`config.mk`:
```
export PLATFORM = sky130hd
export DESIGN_NAME = apb_req_arbiter
export DESIGN_NICKNAME = d
export VERILOG_FILES = /design/src/rtl/apb_arb_pkg.sv /design/src/rtl/apb_arb_req_slot.sv /design/src/rtl/apb_req_arbiter.sv
export SDC_FILE = /design/constraint.sdc
export NUM_CORES = 1
export LEC_CHECK = 0
export CAP_MARGIN = 10
export CORE_MARGIN = 2
export CORE_UTILIZATION = 47
export DETAILED_ROUTE_END_ITERATION = 6
export GPL_TIMING_DRIVEN = 0
export PLACE_DENSITY = 0.81
export SYNTH_ARGS = -nofsm -noshare
export SYNTH_HDL_FRONTEND = slang
export SYNTH_HIERARCHICAL = 1
export SYNTH_SLANG_ARGS = --single-unit
```
`constraint.sdc`:
```
create_clock -name PCLK -period 1.87 [get_ports PCLK]
set_clock_uncertainty 0.15 [all_clocks]
set_input_delay 0.2805 -clock PCLK [delete_from_list [all_inputs] [get_ports PCLK]]
set_output_delay 0.2805 -clock PCLK [all_outputs]
set_load 0.02 [all_outputs]
```
`src/rtl/apb_arb_pkg.sv`:
```
// ---------------------------------------------------------------------------
// apb_arb_pkg
// Shared types and constants for the two-requester APB arbiter.
//   arb_state_t : arbiter FSM states (IDLE, ISSUE, WAIT)
//   M0_ID/M1_ID : requester identifiers (core / second bus master)
//   GRANT_NONE  : grant value while no requester owns the bus
//   id_to_grant : requester id -> one-hot grant vector
// ---------------------------------------------------------------------------
package apb_arb_pkg;

  typedef enum logic [1:0] {
    IDLE  = 2'd0,
    ISSUE = 2'd1,
    WAIT  = 2'd2
  } arb_state_t;

  localparam logic       M0_ID      = 1'b0;
  localparam logic       M1_ID      = 1'b1;
  localparam logic [1:0] GRANT_NONE = 2'b00;

  // One-hot grant for a requester id: bit 0 = requester 0, bit 1 = requester 1.
  function automatic logic [1:0] id_to_grant(input logic id);
    logic [1:0] g;
    case (id)
      M0_ID:   g = 2'b01;
      M1_ID:   g = 2'b10;
      default: g = GRANT_NONE;
    endcase
    return g;
  endfunction

endpackage

```
`src/rtl/apb_arb_req_slot.sv`:
```
// ---------------------------------------------------------------------------
// apb_arb_req_slot
// One pending-request slot: captures a requester's single-cycle transfer
// pulse together with its address, write data and direction, and holds them
// until the arbiter retires the request.
//   clk, rst       : clock, synchronous active-high reset
//   set            : requester transfer pulse
//   clr            : retire the held request (its completion cycle)
//   req_addr/req_wdata/req_write : request fields sampled on an accepted set
//   pending        : a request is held
//   slot_addr/slot_wdata/slot_write : held request fields
// A pulse arriving while a request is held is dropped, except in the cycle
// the held request is retired: then the new request replaces it (set wins).
// ---------------------------------------------------------------------------
module apb_arb_req_slot #(
  parameter int AW = 32,
  parameter int DW = 32
) (
  input  logic          clk,
  input  logic          rst,
  input  logic          set,
  input  logic          clr,
  input  logic [AW-1:0] req_addr,
  input  logic [DW-1:0] req_wdata,
  input  logic          req_write,
  output logic          pending,
  output logic [AW-1:0] slot_addr,
  output logic [DW-1:0] slot_wdata,
  output logic          slot_write
);
  import apb_arb_pkg::*;

  logic          pending_r;
  logic [AW-1:0] addr_r;
  logic [DW-1:0] wdata_r;
  logic          write_r;
  logic          accept_s;

  // A pulse is accepted when the slot is empty or is being retired this cycle.
  always_comb begin
    accept_s = 1'b0;
    if (set && (!pending_r || clr)) begin
      accept_s = 1'b1;
    end else begin
      accept_s = 1'b0;
    end
  end

  // Slot storage: capture on accept, drop pending on retire, otherwise hold.
  always_ff @(posedge clk) begin
    if (rst) begin
      pending_r <= 1'b0;
      addr_r    <= {AW{1'b0}};
      wdata_r   <= {DW{1'b0}};
      write_r   <= 1'b0;
    end else if (accept_s) begin
      pending_r <= 1'b1;
      addr_r    <= req_addr;
      wdata_r   <= req_wdata;
      write_r   <= req_write;
    end else if (clr) begin
      pending_r <= 1'b0;
    end else begin
      pending_r <= pending_r;
    end
  end

  assign pending    = pending_r;
  assign slot_addr  = addr_r;
  assign slot_wdata = wdata_r;
  assign slot_write = write_r;

endmodule

```
`src/rtl/apb_req_arbiter.sv`:
```
// ---------------------------------------------------------------------------
// apb_req_arbiter
// Two-requester arbiter in front of the APB_Master internal interface. The
// RV32I core (requester 0) and a second bus master (requester 1) share one
// APB bus. Each requester's transfer pulse is latched in a pending slot; one
// owner per transaction is chosen, a single transfer pulse is issued, the
// owner's addr/wdata/write are held until ready, and ready is routed back to
// the owner only, with no added cycle.
//
// Ports:
//   PCLK, PRESET          : bus clock, synchronous active-high reset
//   m0_* / m1_*           : requester side (transfer pulse, addr, wdata,
//                           write, ready pulse, rdata)
//   transfer/addr/wdata/write : request toward APB_Master (registered)
//   ready/rdata           : completion and read data from APB_Master
//   grant                 : one-hot owner, 2'b00 while idle (registered)
//
// Build option:
//   ARB_FIXED_PRIO_EN defined   -> requester 0 always wins a tie.
//   ARB_FIXED_PRIO_EN undefined -> round-robin; last_grant resets to
//                                  requester 1 so requester 0 wins the first tie.
// ---------------------------------------------------------------------------
module apb_req_arbiter #(
  parameter int AW = 32,
  parameter int DW = 32
) (
  input  logic          PCLK,
  input  logic          PRESET,
  input  logic          m0_transfer,
  input  logic [AW-1:0] m0_addr,
  input  logic [DW-1:0] m0_wdata,
  input  logic          m0_write,
  output logic          m0_ready,
  output logic [DW-1:0] m0_rdata,
  input  logic          m1_transfer,
  input  logic [AW-1:0] m1_addr,
  input  logic [DW-1:0] m1_wdata,
  input  logic          m1_write,
  output logic          m1_ready,
  output logic [DW-1:0] m1_rdata,
  output logic          transfer,
  output logic [AW-1:0] addr,
  output logic [DW-1:0] wdata,
  output logic          write,
  input  logic          ready,
  input  logic [DW-1:0] rdata,
  output logic [1:0]    grant
);
  import apb_arb_pkg::*;

  arb_state_t    state_r;
  logic          owner_r;
  logic          transfer_r;
  logic [1:0]    grant_r;
  logic [AW-1:0] addr_r;
  logic [DW-1:0] wdata_r;
  logic          write_r;
`ifndef ARB_FIXED_PRIO_EN
  logic          last_grant_r;
`endif

  logic          pend0_s;
  logic          pend1_s;
  logic [AW-1:0] s0_addr_s;
  logic [AW-1:0] s1_addr_s;
  logic [DW-1:0] s0_wdata_s;
  logic [DW-1:0] s1_wdata_s;
  logic          s0_write_s;
  logic          s1_write_s;
  logic          any_pend_s;
  logic          sel_s;
  logic [AW-1:0] sel_addr_s;
  logic [DW-1:0] sel_wdata_s;
  logic          sel_write_s;
  logic          done_s;
  logic          clr0_s;
  logic          clr1_s;

  apb_arb_req_slot #(.AW(AW), .DW(DW)) u_slot0 (
    .clk        (PCLK),
    .rst        (PRESET),
    .set        (m0_transfer),
    .clr        (clr0_s),
    .req_addr   (m0_addr),
    .req_wdata  (m0_wdata),
    .req_write  (m0_write),
    .pending    (pend0_s),
    .slot_addr  (s0_addr_s),
    .slot_wdata (s0_wdata_s),
    .slot_write (s0_write_s)
  );

  apb_arb_req_slot #(.AW(AW), .DW(DW)) u_slot1 (
    .clk        (PCLK),
    .rst        (PRESET),
    .set        (m1_transfer),
    .clr        (clr1_s),
    .req_addr   (m1_addr),
    .req_wdata  (m1_wdata),
    .req_write  (m1_write),
    .pending    (pend1_s),
    .slot_addr  (s1_addr_s),
    .slot_wdata (s1_wdata_s),
    .slot_write (s1_write_s)
  );

  // Winner selection among pending slots.
  always_comb begin
    any_pend_s = pend0_s | pend1_s;
    sel_s      = M0_ID;
`ifdef ARB_FIXED_PRIO_EN
    if (pend0_s) begin
      sel_s = M0_ID;
    end else begin
      sel_s = M1_ID;
    end
`else
    // On a tie the requester that did not win last time goes next.
    if (pend0_s && pend1_s) begin
      sel_s = ~last_grant_r;
    end else if (pend0_s) begin
      sel_s = M0_ID;
    end else begin
      sel_s = M1_ID;
    end
`endif
  end

  // Request fields of the selected slot, loaded into the output registers.
  always_comb begin
    sel_addr_s  = s0_addr_s;
    sel_wdata_s = s0_wdata_s;
    sel_write_s = s0_write_s;
    if (sel_s == M1_ID) begin
      sel_addr_s  = s1_addr_s;
      sel_wdata_s = s1_wdata_s;
      sel_write_s = s1_write_s;
    end else begin
      sel_addr_s  = s0_addr_s;
      sel_wdata_s = s0_wdata_s;
      sel_write_s = s0_write_s;
    end
  end

  // Completion decode: ready is passed straight through to the owner. It is
  // suppressed while reset is asserted so an aborted request never completes.
  always_comb begin
    done_s = 1'b0;
    clr0_s = 1'b0;
    clr1_s = 1'b0;
    if ((state_r == WAIT) && ready && !PRESET) begin
      done_s = 1'b1;
      clr0_s = (owner_r == M0_ID);
      clr1_s = (owner_r == M1_ID);
    end else begin
      done_s = 1'b0;
      clr0_s = 1'b0;
      clr1_s = 1'b0;
    end
  end

  // Arbitration FSM: pick an owner, issue one transfer pulse, hold until ready.
  always_ff @(posedge PCLK) begin
    if (PRESET) begin
      state_r    <= IDLE;
      owner_r    <= M0_ID;
      transfer_r <= 1'b0;
      grant_r    <= GRANT_NONE;
      addr_r     <= {AW{1'b0}};
      wdata_r    <= {DW{1'b0}};
      write_r    <= 1'b0;
`ifndef ARB_FIXED_PRIO_EN
      last_grant_r <= M1_ID;
`endif
    end else begin
      case (state_r)
        IDLE: begin
          if (any_pend_s) begin
            state_r    <= ISSUE;
            owner_r    <= sel_s;
            transfer_r <= 1'b1;
            grant_r    <= id_to_grant(sel_s);
            addr_r     <= sel_addr_s;
            wdata_r    <= sel_wdata_s;
            write_r    <= sel_write_s;
          end else begin
            state_r    <= IDLE;
            transfer_r <= 1'b0;
            grant_r    <= GRANT_NONE;
            addr_r     <= {AW{1'b0}};
            wdata_r    <= {DW{1'b0}};
            write_r    <= 1'b0;
          end
        end
        ISSUE: begin
          state_r    <= WAIT;
          transfer_r <= 1'b0;
        end
        WAIT: begin
          transfer_r <= 1'b0;
          if (ready) begin
            state_r <= IDLE;
            grant_r <= GRANT_NONE;
            addr_r  <= {AW{1'b0}};
            wdata_r <= {DW{1'b0}};
            write_r <= 1'b0;
`ifndef ARB_FIXED_PRIO_EN
            last_grant_r <= owner_r;
`endif
          end else begin
            state_r <= WAIT;
          end
        end
        default: begin
          state_r    <= IDLE;
          transfer_r <= 1'b0;
          grant_r    <= GRANT_NONE;
          addr_r     <= {AW{1'b0}};
          wdata_r    <= {DW{1'b0}};
          write_r    <= 1'b0;
        end
      endcase
    end
  end

  assign transfer = transfer_r;
  assign grant    = grant_r;
  assign addr     = addr_r;
  assign wdata    = wdata_r;
  assign write    = write_r;
  assign m0_ready = done_s & clr0_s;
  assign m1_ready = done_s & clr1_s;
  assign m0_rdata = rdata;
  assign m1_rdata = rdata;

endmodule

```
; ---- After elaboration in Yosys (flattened, before gate mapping)
; Cells that the tools add are included.
; W data, S select, Z words.
[op_classes]
div = 0
n_addsub = 0
n_lt_le_gt_ge = 0
mux = 30
shift = 0
bitwise = 8
n_mul = 0
eq_ne = 3
reduce_logical = 17
[op_table]
columns = operator, count
row1 = $pmux W32 S3, 2
row2 = $mux W32, 5
row3 = $mux W1, 16
row4 = $pmux W2 S3, 2
row5 = $mux W2, 3
row6 = $reduce_and A2 Y1, 3
row7 = $logic_and A1 B1 Y1, 5
row8 = $not A1 Y1, 5
row9 = $pmux W2 S2, 1
row10 = $reduce_bool A2 Y1, 2
row11 = $logic_not A1 Y1, 3
row12 = $pmux W1 S3, 1
row13 = $and A1 B1 Y1, 2
row14 = $eq A2 B1 Y1 const B, 1
row15 = $eq A2 B2 Y1 const B, 1
row16 = $logic_not A2 Y1, 1
row17 = $logic_or A1 B1 Y1, 2
row18 = $ne A2 B2 Y1 const B, 1
row19 = $reduce_or A2 Y1, 1
row20 = $or A1 B1 Y1, 1
[word_totals]
reg_bits = 204
output_inout_bits = 134
n_memories = 0
latch_bits = 0
elab_cells = 74
ram_bits = 0
mem_bits_ro = 0
inputBits = 167

; ---- Depth between registers and ports, before layout
; Gate-level depths: netlist (run 1).
[depth]
ltp_word = 8
depth_mapped = 7
depth_no_buf = 5

; ---- Cells and area by module
; Netlist (run 1), hierarchy kept.
[modules_own_cells]
columns = mod, n_inst, seq_area_each_um2, cells_per_inst, area_each_um2
row1 = apb_arb_req_slot, 2, 1321.3, 286, 2979.1
row2 = apb_req_arbiter, 1, 1441.4, 319, 3378.2

; ---- Least setup slack after synthesis (run 1)
; Ideal clock, no wire load.
[synth_path]
path_type = reg2reg
from = register state_r[0]
to = register u_slot1.addr_r[0], in the netlist u_slot1/slot_addr[0]
path_stages_with_launch = 8
setup_ps = 72
path_buffers = 2
arrival_ps = 1917
setup_slack_ps = -268
path_cell_list = dfxtp_1 > nand3b_1 > nor3b_1 > inv_2 > a21boi_2 > buf_6 > buf_12 > mux2i_1
[synth_between]
elab_chain_len = 7
[synth_lines]
columns = element, line_no
row1 = start: declaration, apb_req_arbiter.sv:51  ; arb_state_t state_r;
row2 = start signal: assignment, apb_req_arbiter.sv:165  ; state_r <= IDLE;
row3 = start signal: assignment, apb_req_arbiter.sv:179  ; state_r <= ISSUE;
row4 = start signal: assignment, apb_req_arbiter.sv:187  ; state_r <= IDLE;
row5 = $eq A2 B2 Y1, apb_req_arbiter.sv:151  ; if ((state_r == WAIT) && ready && !PRESET) begin
row6 = $logic_and A1 B1 Y1 (2 in a row), apb_req_arbiter.sv:151
row7 = $mux W1, apb_req_arbiter.sv:151
row8 = $logic_or A1 B1 Y1, apb_arb_req_slot.sv:42  ; if (set && (!pending_r || clr)) begin
row9 = $logic_and A1 B1 Y1, apb_arb_req_slot.sv:42
row10 = $mux W1, apb_arb_req_slot.sv:42
row11 = end signal: assignment, apb_arb_req_slot.sv:53  ; addr_r <= {AW{1'b0}};
row12 = end signal: assignment, apb_arb_req_slot.sv:58  ; addr_r <= req_addr;
row13 = end: declaration, apb_arb_req_slot.sv:34  ; logic [AW-1:0] addr_r;
; Every way passes these cells.
; A chain may end at the register's enable or synchronous reset.

; ---- Worst setup path in the final report (run 1)
[layout_path]
from = register state_r[0]
to = output m1_ready
[layout_between]
elab_chain_len = 5
word_cells_on_any_way = 6
[layout_lines]
columns = element, line_no
row1 = $eq A2 B2 Y1 *, apb_req_arbiter.sv:151
row2 = $logic_and A1 B1 Y1 * (2 in a row), apb_req_arbiter.sv:151
row3 = $mux W1, apb_req_arbiter.sv:151
row4 = $and A1 B1 Y1 *, apb_req_arbiter.sv:232  ; assign m1_ready = done_s & clr1_s;
row5 = end: declaration, apb_req_arbiter.sv:39  ; output logic m1_ready,
; Mark *: on every way between the ends. The rest lies on a longest branch, timed or not.

==> results of run 1 <==
path summary, 6_finish.rpt:
path                                         endpoint  cells past startpoint
setup / recovery                             m1_ready                      4
hold / removal    u_slot1/slot_wdata[31]$_SDFFE_PP0P_                      3
setup reg to reg   u_slot1/slot_addr[17]$_SDFFE_PP0P_                      8
hold reg to reg                wdata[24]$_SDFFE_PP0P_                      2
routing by layer:
metal	vias up	wire (um)
met1	3371	10700
met5	-	0
li1	3546	-
met4	0	558
met2	242	11800
met3	36	1630
where the power goes:
part | internal [mW] | switching [mW]
Clock | 2.89 | 1.74
Sequential | 4.59 | 0.135
Combinational | 1.02 | 0.808
Total | 8.50 | 2.68
critical path, stage by stage (launching register included):
cell and delay (ps):
sky130_fd_sc_hd__dfxtp_2 330, sky130_fd_sc_hd__nand3b_1 160, sky130_fd_sc_hd__buf_6 140, sky130_fd_sc_hd__nor3b_4 230, sky130_fd_sc_hd__buf_6 160
per-stage QoR:
| stage | hold slack [ps] | util (%) |
|---|---|---|
| 6_report | 195 | 68.5 |
| 3_5_place_dp | 297 | 63.6 |
| 3_3_place_gp | 285 | 63.6 |
| 2_1_floorplan | 248 | - |
| 5_1_grt | 190 | 68.5 |
| 4_1_cts | 186 | 67.7 |
cell usage after synthesis (2+ instances only):
cell / count / area (sq um)
sky130_fd_sc_hd__nand2b_1: 261 / 1630
sky130_fd_sc_hd__dfxtp_1: 204 / 4080
sky130_fd_sc_hd__mux2i_1: 170 / 1700
sky130_fd_sc_hd__buf_4: 64 / 480
sky130_fd_sc_hd__o2bb2ai_1: 40 / 350
sky130_fd_sc_hd__clkbuf_1: 35 / 131
sky130_fd_sc_hd__and2_1: 20 / 125
sky130_fd_sc_hd__a221o_1: 19 / 190
sky130_fd_sc_hd__buf_12: 10 / 200
sky130_fd_sc_hd__a21oi_1: 9 / 45.0
sky130_fd_sc_hd__buf_2: 9 / 45.0
sky130_fd_sc_hd__buf_6: 9 / 101
sky130_fd_sc_hd__nand2_1: 7 / 26.3
sky130_fd_sc_hd__a32oi_1: 6 / 52.6
sky130_fd_sc_hd__nor2_1: 5 / 18.8
sky130_fd_sc_hd__inv_1: 4 / 15.0
sky130_fd_sc_hd__a21boi_2: 2 / 22.5
sky130_fd_sc_hd__a21o_1: 2 / 15.0
sky130_fd_sc_hd__inv_2: 2 / 7.51
sky130_fd_sc_hd__nor3_1: 2 / 10.0
cells by family (layout without fill, tap and decap cells):
kind of cell / count (synthesis) / in the layout / synth area share (%)
muxes: 170 / 170 / 18.2
and+or+nand+nor: 300 / 300 / 19.8
buffers and inverters: 133 / 449 / 10.5
DFF: 204 / 204 / 43.7
AOI/OAI and AO/OA: 84 / 84 / 7.71
what timing repair did:
item / CTS / global route
pin swaps: 3 / 2
cloned: 1 / 4
buffers inserted: 3 / 1
gates resized for setup: 101 / 17
endpoints found under the setup margin: 261 / 187
endpoints found under the hold margin: 0 / 0
registers in the layout (all words and copies together) (netlist names), 2 cells and up:
name and count:
u_slot1/slot_wdata 32, u_slot0/slot_addr 32, state_r 2, addr 32
grant 2, u_slot1/slot_addr 32, wdata 32, u_slot0/slot_wdata 32
cell type report:
class	instances	share of cell area, %
sequential	204	30.7
multi-input combinational	554	32.5
tap	265	2.49
buffer	127	7.52
clock buffer	31	5.00
timing repair buffer	277	20.8
clock inverter	8	0.883
inverter	6	0.169
placed cells by master (no fill, tap or decap), drive strengths merged, types with 4 or more instances in the layout:
master and n:
a21oi 9, a221o 19, a32oi 6, and2 20, buf 100, clkbuf 69, clkdlybuf4s50 197, clkinv 4
dfxtp 204, dlygate4sd2 67, inv 6, mux2i 170, nand2 7, nand2b 261, nor2 5, o2bb2ai 40
==> summary by stage, run 1 <==
Placed design
OpenSTA, run right after detailed placement, puts the worst setup slack at -911 ps. The count of buffers inserted at the top-level ports is 268. The final weighted congestion in routability-driven placement is 0.766. The post-placement cell area is 12,400 sq um. After detailed placement, the design holds a cell count of 1,424. The HPWL after detailed placement is 17,400 um.

CTS
The deepest clock path buffer count is 3. The CTS root buffer is sky130_fd_sc_hd__clkbuf_16. The number of buffers inserted by hold repair at cts is 0. The clock-pin slew reported for the worst setup and hold paths after clock tree synthesis is 60 ps. The clock net sink count is 204. In this run the number of H-tree levels came out at 1. TritonCTS created 22 clock buffers.

TritonCTS built the clock tree. The insertion delay to the later sink of the worst-skew pair is 500 ps.

Finish
The antenna cell count is 0. The total of fill cells in the finished design is 1,524. The post-route cell area is 13,300 sq um. After the last flow step, the layout net total stands at 1,359.

In the final layout, the multi-input gates occupy 4320 sq um. The sequential standard cell area is 4090 sq um. From synthesis to final layout, the design area changed by 42.7%. The post-route netlist has 13.5% of its cells at a drive strength greater than 1. After the flow finishes, the layout carries non-filler instances totaling 1,472.

Setup path
The worst setup path is launched from a flip-flop. The kind of critical path is flip-flop to primary output. The startpoint of the worst setup timing path is state_r[0]$_SDFF_PP0_. For flop-to-flop paths, the worst setup slack is -40 ps. At the worst endpoint, the required time is 1440 ps. The startpoint identified for the worst register-to-register timing path is state_r[0]$_SDFF_PP0_. STA classifies the critical path endpoint as a primary output. For the worst setup path, the data arrival time is 1520 ps. Of all nets on the critical path, the largest fanout is 4.

Synth
The cell count after synthesis came out at 891. The share of the Yosys chip area taken by registers is 43.7%. After synthesis, the share of flip-flops with an asynchronous set or reset is 0%.

The average instance in the mapped netlist occupies 10.5 sq um. After synthesis the cells add up to 9340 sq um. The number of different library cells used by synthesis comes to 31. The count of flip-flops with a built-in enable after synthesis is 0. When the netlist entered floorplanning its net count stood at 1,058. Counting flops and latches in the post-synthesis netlist gives 204.

Yosys printed 6 warnings. The main flop type after synthesis is sky130_fd_sc_hd__dfxtp_1.

Timing
The relative slew slack is 59.0%. At the pin with the least slew margin, the transition time is 613 ps. Across all setup checks in the final design, the least slack found is -80.2 ps. Based on the critical path, the design can be clocked at up to 513 MHz. The final critical delay including setup and external delays is 1950 ps. The number of failing setup endpoints in the final timing report is 51.

For the final routed database, the setup TNS stands at -987 ps. Setup repair after global routing could not meet its margin everywhere. The number of pins exceeding their max-slew limit in the final report is 0. The final hold violation count is 0. The portion of the clock cycle consumed by the worst path in the final layout is 104%.

Floorplan
The floorplan step defined a die boundary enclosing 21,000 sq um. The floorplan core area is 19,500 sq um. The initial standard-cell utilization of the core is 48.0%. The floorplan die height is 145 um. The horizontal extent of the die is 145 um. After floorplanning, the core was divided into 51 placement rows. The number of top-level pins is 301.

Drt
The DRC violation total after the first TritonRoute iteration is 270. In the final routed layout, each cell accounts on average for 16.7 um. The number of nets with antenna violations after detailed routing is 0. The number of remaining DRC errors is 0.

Across all layers, the routed design uses 7,195 vias. The first-pass detailed-route iteration total is 4. After detailed routing, the number of vias per cell comes to 4.89.

For this block, the routed nets add up to 24,600 um of wire.

Hold path
In this run the most critical hold path is launched from m1_wdata[31]. The type of the most critical hold path is input pin to flip-flop.

Status
The flow ran to the end, but the final reports show violations. The final reports fail on setup timing.

Pwr
Power spread over the standard cell area amounts to 839 nW/um^2. The worst vdd rail ir drop is 0.574 mV. For this design the static power due to leakage is 5.59 nW. The overall power consumption is 11.2 mW.

Global route
The via count of the first global-routing pass is 7,465. After global routing the overflow that remains totals 0. The global-route wire length before repair is 38,900 um.

In the global route stage, met3 resource usage came out at 5.66%. The met2 track utilization from global routing is 39.3%. The aggregate global-route resource usage is 22.6%. The number of antenna violations at the first check in global routing was 0. The global routing stage identified its most utilized layer as met2.

The largest net degree at the start of global routing is 15. For this run, global-route usage on met1 was measured as 27.9%.

Run
Across the run, the number of max-cap violations was 0.
Note: power is estimated with default switching activity, not from simulation.
==> inputs of run 2 (changes only) <==
- CTS_CLUSTER_SIZE: default -> 40
==> summary by stage, run 2 (synthesis results as in run 1) <==
Finish
The post-route cell area came to 13,200 sq um (-0.64%). In the layout the commonest cells are 261 x sky130_fd_sc_hd__nand2b_1, 201 x sky130_fd_sc_hd__dfxtp_1, 197 x sky130_fd_sc_hd__clkdlybuf4s50_1, 167 x sky130_fd_sc_hd__mux2i_1, 72 x sky130_fd_sc_hd__buf_4. The total of fill cells in the finished design was 1,524 (unchanged). The number of nets in the final layout is 1,356 (-0.22%). The antenna cell count came to 0 (unchanged).

The fraction of layout instances using a drive strength above 1 came to 13.4% (-0.13 points). The synthesis-to-layout area growth is 41.8%. The final instance count without filler cells is 1,469 (-0.20%). The commonest non-fill, non-tap cell in the layout is sky130_fd_sc_hd__nand2b_1.

Timing
The post-route setup TNS is -523 ps (+463 ps). The worst-margin pin slew was 608 ps (-5.40 ps). Setup repair after global routing could not meet its margin everywhere.

The final hold violation count is 0 (unchanged). The number of failing setup endpoints in the final timing report was 40 (-22%). The portion of the clock cycle consumed by the worst path in the final layout is 104% (-0.26 points). The relative slew slack is 59.3% (+0.36 points).

The final critical delay including setup and external delays is 1950 ps (-4.81 ps). The maximum clock frequency is 514 MHz (+0.25%). The slack of the critical path came to -75.4 ps (+4.81 ps). The number of pins exceeding their max-slew limit in the final report is 0 (unchanged).

Setup path
The arrival time reported for the critical path endpoint is 1510 ps (about the same). The critical path in this run is classified as flip-flop to primary output. The worst path required time came to 1440 ps (about the same). The critical path's largest stage delay is 320 ps (about the same). STA classifies the critical path endpoint as a primary output. The highest fanout seen on the critical path is 4 (unchanged). The kind of start point of the critical path is a flip-flop.

The buffering stage count on the worst path with inverters included is 2 (unchanged). The most frequent cell on the critical path is sky130_fd_sc_hd__buf_6. Walking the worst path, the cells encountered are nand3b_1 > buf_6 > nor3b_4 > buf_6. The top cell family by delay on the critical path is simple AND/OR/NAND/NOR gates. The critical path's slowest cell is sky130_fd_sc_hd__dfxtp_2.

Floorplan
The number of placement rows is 51 (unchanged). The die area is 21,000 sq um (unchanged). The horizontal extent of the die is 145 um (unchanged).

The floorplan core area is 19,500 sq um (unchanged). The initial standard-cell utilization of the core is 48.0% (unchanged). The number of top-level pins is 301 (unchanged).

The floorplan die height is 145 um (unchanged).

Drt
The wire length after detailed routing is 24,600 um (-0.23%). The mean routed wirelength per cell is 16.7 um (about the same). The first-pass detailed-route iteration total is 4 (unchanged). The routed via count came to 7,216 (+0.29%).

The number of nets with antenna violations after detailed routing is 0 (unchanged). The DRC violation total after the first TritonRoute iteration is 237 (-12%). The number of remaining DRC errors was 0 (unchanged). The mean number of vias per cell is 4.91 (+0.50%).

CTS
The deepest clock path buffer count is 3 (unchanged). The CTS buffer count is 22 (unchanged). The insertion delay to the later sink of the worst-skew pair is 490 ps (about the same). The depth of the CTS H-tree is 1 (unchanged).

The number of buffers inserted by hold repair at cts was 0 (unchanged). The clock-pin slew reported for the worst setup and hold paths after clock tree synthesis is 60 ps (about the same). TritonCTS built the clock tree. The clock net sink count is 204 (unchanged). The cell sitting at the root of the clock tree is a sky130_fd_sc_hd__clkbuf_16.

Pwr
The worst vdd rail ir drop came to 0.586 mV (+2.2%). The leakage power figure came to 5.56 nW (-0.55%). The power density over cell area came to 834 nW/um^2 (-0.56%).

Run
The number of max-cap violations is 0 (unchanged).

Status
The checks that failed: setup timing. The run finished, with violations left.

Global route
The aggregate global-route resource usage is 22.5% (-0.058 points). The number of antenna violations at the first check in global routing is 0 (unchanged). The via count of the first global-routing pass is 7,449 (-0.21%). The global-route wire length before repair is 38,800 um (-0.32%). The total grt overflow came to 0 (unchanged).

The largest net degree at the start of global routing is 15 (unchanged).

Placed design
The half-perimeter wire length after detailed placement is 17,400 um (unchanged). The count of buffers inserted at the top-level ports is 268 (unchanged). The total instance count after detailed placement is 1,424 (unchanged). The post-placement cell area was 12,400 sq um (unchanged). The final weighted congestion in routability-driven placement is 0.766 (unchanged).

Hold path
The type of the most critical hold path is input pin to flip-flop.
run 2: repair_timing:
| action | 4_1_cts | 5_1_grt |
|---|---|---|
| gates cloned | 1 | 1 |
| gates resized for setup | 100 | 15 |
| setup buffers | 3 | 1 |
| pin swaps | 3 | 2 |
| endpoints found under the setup margin | 260 | 182 |
run 2: layer usage:
layer  up-vias  global-route usage (%)  part of all wire [%]
li1       3542                       -                     -
met1      3386                    27.6                    43
met2       248                    39.4                    48
met3        40                    5.44                   6.2
met4         0                    6.49                   2.6
met5         -                       0                     0
run 2: worst paths after layout:
kind	startpoint	endpoint	slack, ps	cells after the start
setup / recovery	state_r[0]$_SDFF_PP0_	m1_ready	-80	4
hold / removal	m1_wdata[31]	u_slot1/slot_wdata[31]$_SDFFE_PP0P_	200	3
setup reg to reg	state_r[0]$_SDFF_PP0_	u_slot1/slot_wdata[21]$_SDFFE_PP0P_	-50	8
hold reg to reg	wdata[0]$_SDFFE_PP0P_	wdata[0]$_SDFFE_PP0P_	300	2
run 2: area by class of cell:
class	instances	area (sq um)	share of cell area [%]
Buffer	127	998	7.54
Multi-Input combinational cell	554	4340	32.7
Tap cell	265	332	2.50
Timing Repair Buffer	274	2700	20.4
Clock inverter	7	90.1	0.680
Inverter	6	22.5	0.170
Clock buffer	32	679	5.13
Sequential cell	204	4090	30.9
run 2: power breakdown:
| part | switching [mW] | leakage, nW | total (mW) | internal, mW |
|---|---|---|---|---|
| clock | 1.72 | 0.376 | 4.51 | 2.79 |
| combinational | 0.803 | 3.51 | 1.80 | 0.999 |
| sequential | 0.137 | 1.67 | 4.73 | 4.59 |
run 2: through the flow:
stage | setup WS, ps | util [%] | power [mW] | hold slack, ps
5_1_grt | -124 | 68.0 | 11.5 | 190
3_5_place_dp | -911 | 63.6 | 6.60 | 297
4_1_cts | -106 | 67.6 | 11.1 | 186
2_1_floorplan | -25.6 | - | 5.82 | 248
3_3_place_gp | -917 | 63.6 | 6.57 | 285
6_report | -75.4 | 68.0 | 11.0 | 197
run 2: worst reg2reg max path, stage by stage (launching register included):
cell	delay [ps]
sky130_fd_sc_hd__dfxtp_2	320
sky130_fd_sc_hd__nand3b_1	160
sky130_fd_sc_hd__buf_6	140
sky130_fd_sc_hd__nor3b_4	240
sky130_fd_sc_hd__inv_2	90
sky130_fd_sc_hd__a21boi_4	170
sky130_fd_sc_hd__buf_12	190
sky130_fd_sc_hd__buf_12	170
sky130_fd_sc_hd__mux2i_2	210
